`config.mk`:
```
export PLATFORM = sky130hd
export DESIGN_NAME = usb_tx_word
export DESIGN_NICKNAME = d
export VERILOG_FILES = /design/src/rtl/usb_tx_word.sv
export SDC_FILE = /design/constraint.sdc
export NUM_CORES = 1
export LEC_CHECK = 0
export ABC_CLOCK_PERIOD_IN_PS = 2120
export CAP_MARGIN = 25
export CORE_MARGIN = 4
export CORE_UTILIZATION = 55
export CTS_BUF_LIST = sky130_fd_sc_hd__clkbuf_16
export CTS_CLUSTER_DIAMETER = 120
export DETAILED_ROUTE_END_ITERATION = 16
export PLACE_DENSITY = 0.77
export SYNTH_ARGS = -nofsm -noshare
export SYNTH_HDL_FRONTEND = slang
export SYNTH_SLANG_ARGS = --single-unit
```
`constraint.sdc`:
```
create_clock -name clk -period 2.12 [get_ports clk]
set_clock_uncertainty 0.1 [all_clocks]
set_input_delay 0.318 -clock clk [delete_from_list [all_inputs] [get_ports clk]]
set_output_delay 0.318 -clock clk [all_outputs]
set_load 0.03 [all_outputs]
```
`src/rtl/usb_tx_word.sv`:
```
// usb_tx_word: sends a 32-bit word as one NRZI, bit-stuffed USB packet (SYNC, 4 bytes, EOP).
module usb_tx_word #(
    parameter int CLKS_PER_BIT = 8
) (
    input  logic        clk,
    input  logic        n_rst,
    input  logic        output_ready,
    input  logic [31:0] average_data,
    output logic        d_plus,
    output logic        d_minus,
    output logic        tx_busy,
    output logic        tx_done
);
    typedef enum logic [2:0] {IDLE, SYNC, DATA, STUFF, EOP_SE0, EOP_J, DONE} state_t;
    state_t      state, state_n;
    logic [7:0]  cnt, cnt_n;
    logic [5:0]  bitn, bitn_n;
    logic [2:0]  ones, ones_n;
    logic [31:0] sr, sr_n;
    logic        line, line_n;
    logic        last, stuff, driving;
    assign last    = cnt == 8'(CLKS_PER_BIT - 1);
    assign stuff   = sr[0] && ones == 3'd5;
    assign driving = state inside {SYNC, DATA, STUFF};
    assign d_plus  = driving ? line : state != EOP_SE0;
    assign d_minus = driving && !line;
    assign tx_busy = !(state inside {IDLE, DONE});
    assign tx_done = state == DONE;
    // line: 1 = J, 0 = K; it only moves on the edge that enters a new bit
    always_comb begin
        state_n = state;
        bitn_n  = bitn;
        ones_n  = ones;
        sr_n    = sr;
        line_n  = line;
        cnt_n   = (state inside {IDLE, DONE} || last) ? 8'd0 : cnt + 8'd1;
        case (state)
            IDLE: if (output_ready) begin
                state_n = SYNC;
                bitn_n  = 6'd0;
                ones_n  = 3'd0;
                sr_n    = average_data;
                line_n  = 1'b0;
            end
            SYNC: if (last) begin
                ones_n  = bitn == 6'd7 ? ones + 3'd1 : 3'd0;
                state_n = bitn == 6'd7 ? DATA : SYNC;
                bitn_n  = bitn == 6'd7 ? 6'd0 : bitn + 6'd1;
                line_n  = (bitn == 6'd7 ? sr[0] : bitn == 6'd6) ? line : !line;
            end
            DATA: if (last) begin
                ones_n  = (sr[0] && !stuff) ? ones + 3'd1 : 3'd0;
                sr_n    = sr >> 1;
                bitn_n  = bitn + 6'd1;
                state_n = stuff ? STUFF : bitn == 6'd31 ? EOP_SE0 : DATA;
                line_n  = (!stuff && sr[1]) ? line : !line;
            end
            // bitn already counts consumed payload bits, so 32 means the stuff followed the last one
            STUFF: if (last) begin
                state_n = bitn == 6'd32 ? EOP_SE0 : DATA;
                line_n  = sr[0] ? line : !line;
            end
            EOP_SE0: if (last) begin
                state_n = bitn[0] ? EOP_J : EOP_SE0;
                bitn_n  = bitn + 6'd1;
            end
            EOP_J: if (last) state_n = DONE;
            DONE: state_n = IDLE;
            default: state_n = IDLE;
        endcase
    end
    always_ff @(posedge clk or negedge n_rst) begin
        if (!n_rst) begin
            state <= IDLE;
            cnt   <= '0;
            bitn  <= '0;
            ones  <= '0;
            sr    <= '0;
            line  <= 1'b1;
        end else begin
            state <= state_n;
            cnt   <= cnt_n;
            bitn  <= bitn_n;
            ones  <= ones_n;
            sr    <= sr_n;
            line  <= line_n;
        end
    end
endmodule

```
==> qor.csv <==
metric;value;unit
f_max;0.491;GHz
Placer Congestion;0.852;
post-place setup slack;-0.0578;ns
synth warn;0;
start point of the critical path;state[1];
power per cell area;802;mW/mm2
most frequent cells in the layout;dfrtp_1, nor2_1, clkdlybuf4s50_1, mux2i_1, a21oi_2;
Die ar.;0.00661;mm2
CP startpoint kind;flop;
clk_lat worst skew;0.29;ns
FF+latch count, synth;53;
Root Driver;clkbuf_16;
final instance area;0.00360;mm2
largest net degree at the start of global routing;44;
core area;0.00517;mm2
relative slew slack;62.8;%
EDFF count, synth;0;
post-DP HPWL;4180;um
first-pass iteration count of the detailed router;4;
worst reg2reg startpoint;bitn[0];
worst vdd ir;0.547;mV
Starting Density;57.2;%
Die H;81.3;um
ranking of synthesized cells by area;dfrtp_1, mux2i_1, a21oi_2, nor2_1, ha_1;
max-cap viol count;0;
clock sinks;53;
Arr. time, crit path;1.62;ns
gr usage total;19.3;%
commonest non-fill, non-tap cell in the layout;dfrtp_1;
htree depth;2;
I/O Pins;39;
Yosys top cell area share;44.0;%
setup violators final;0;
RSZ-0062 raised after global routing;false;
Pleak;1.41;nW
Cell Area, Synth;0.00296;mm2
Yosys cell types;51;
worst hold path cell count;1;
leading area contributor after synthesis;dfrtp_1;
nets;372;
required time worst endpoint;1.70;ns
# rows;26;
antenna violations before repair;0;
share of cells above drive strength 1;18.4;%
Antenna Cells;0;
routed vias/inst;5.55;
Final period util;96.1;%
critical path capture point type;output port;
HP Start;cnt[0];
Seq/Total Area, Yosys;44.9;%
total CTS buffers;5;
total number of vias;2232;
Worst Path Max Fanout;4;
Synth Net Count;332;
fin util;69.6;%
global-route wire length before repair;9840;um
Hold Fails Final Rpt;0;
vias in the first global route;2094;
Die X;81.3;um
PnR worst setup slack;0.0817;ns
Final min period;2.04;ns
Port Buffers;38;
Clock Tree Buf Depth;2;
predominant post-synthesis flop cell;dfrtp_1;
CTS tree;built;
clock-pin slew on the worst setup and hold paths;0.07;ns
Post-Syn Instances;291;
share of synthesized registers carrying an async set or reset;100;%
Wirelength per Cell;14.9;um
Setup Crit Path Kind;reg -> out;
DRC;0;
Slew @ Worst Pin;0.558;ns
Routed Antenna Nets;0;
status;complete, no violations;
initial DRC count;124;
grt total ovfl;0;
Filler Cells Inserted;399;
r2r worst-path depth;6;
Post-CTS Repair Setup Buffers;0;
final wirelength;5970;um
Syn-to-layout area delta;21.8;%
Pins Over Slew Limit;0;
Synth Area per Inst;10.2;um2
placement-stage cell area;0.00343;mm2
Tightest Hold Check Type;reg -> reg;
## kinds of logic (layout without fill, tap and decap cells)
family                     count (synthesis)  in the layout  share of synthesized area [%]
buffers and inverters                     25             66                           4.91
xor gates and xnor gates                   8              8                           2.37
and+or+nand+nor                           99             99                           16.9
AOI/OAI and AO/OA                         68             68                           17.5
adders and majority gates                  6              6                           2.54
DFF                                       53             53                           44.9
muxes                                     32             32                           10.9
## flip-flops by register name, indices dropped and copies added, names as in the netlist
signal	cells
state	3
line	1
sr	32
bitn	6
cnt	8
ones	3
## cells in the mapped netlist (2+ instances only)
cell / instances
inv_1: 7
o21ai_0: 6
mux2i_1: 31
nor3_1: 6
o22ai_1: 3
nand3b_1: 2
buf_6: 5
nand2_1: 10
dfrtp_1: 52
o31ai_1: 3
a21oi_1: 10
buf_2: 8
ha_1: 6
or2_1: 2
nand2b_1: 3
and3_1: 6
xnor2_1: 3
a2bb2oi_1: 2
nor2_1: 45
nor3b_1: 2
o21ai_1: 2
a21oi_2: 28
clkbuf_1: 3
a31oi_1: 3
xor2_1: 5
nand3_1: 12
nand4b_1: 2
## power breakdown
group          leakage (nW)  internal [mW]  total (mW)  switching, mW
Sequential            0.615           1.22        1.41          0.190
Clock                0.0754          0.436       0.785          0.350
Combinational         0.720          0.345       0.698          0.352
## worst paths after layout
check	end	slack, ns
hold reg to reg	cnt[0]	0.39
max in group asynchronous	line	0.85
min in group asynchronous	sr[9]	0.45
setup / recovery	tx_busy	0.08
setup reg to reg	line	0.13
hold / removal	cnt[0]	0.39
## layout make-up
class                   instances  area [um2]  area share, %
multi-input cells             213        1510           42.0
flip-flops and latches         53        1330           36.9
repair buffers                 51         505           14.0
clock buffers                   5         125           3.47
well taps                      70        87.6           2.43
inverters                       7        26.3          0.730
clock inverters                 3        17.5          0.486
## worst max-delay path: stages (launching register included)
cell	delay, ns
dfrtp_1	0.39
nor2b_1	0.15
or3_1	0.41
dlygate4sd2_1	0.38
## through the flow
| stage | hold WS (ns) | instances | TNS (ns) | total power [mW] |
|---|---|---|---|---|
| after global placement | 0.240 | 393 | 0 | 2.08 |
| after global routing | 0.417 | 402 | 0 | 3.05 |
| final | 0.386 | 402 | 0 | 2.89 |
| after detailed placement | 0.235 | 393 | -0.0673 | 2.11 |
| after floorplan | -0.0776 | 291 | 0 | 1.86 |
| after CTS | 0.392 | 402 | 0 | 2.90 |
## what timing repair did
action / 4_1_cts / 5_1_grt
resized for setup: 2 / 3
cloned: 0 / 0
endpoints found under the setup margin: 2 / 6
pin swaps: 0 / 0
hold endpoints to repair: 23 / 0
hold buffers: 1 / 0
## routing by layer
metal	part of all wire, %	wire length [um]	vias to the layer above	global-route usage, %
li1	-	-	1104	-
met1	46	2750	1069	25.7
met2	48	2850	52	32.0
met3	4.9	292	7	3.55
met4	1.3	77	0	6.08
met5	0	0	-	0
(Power assumes the default switching activity.)
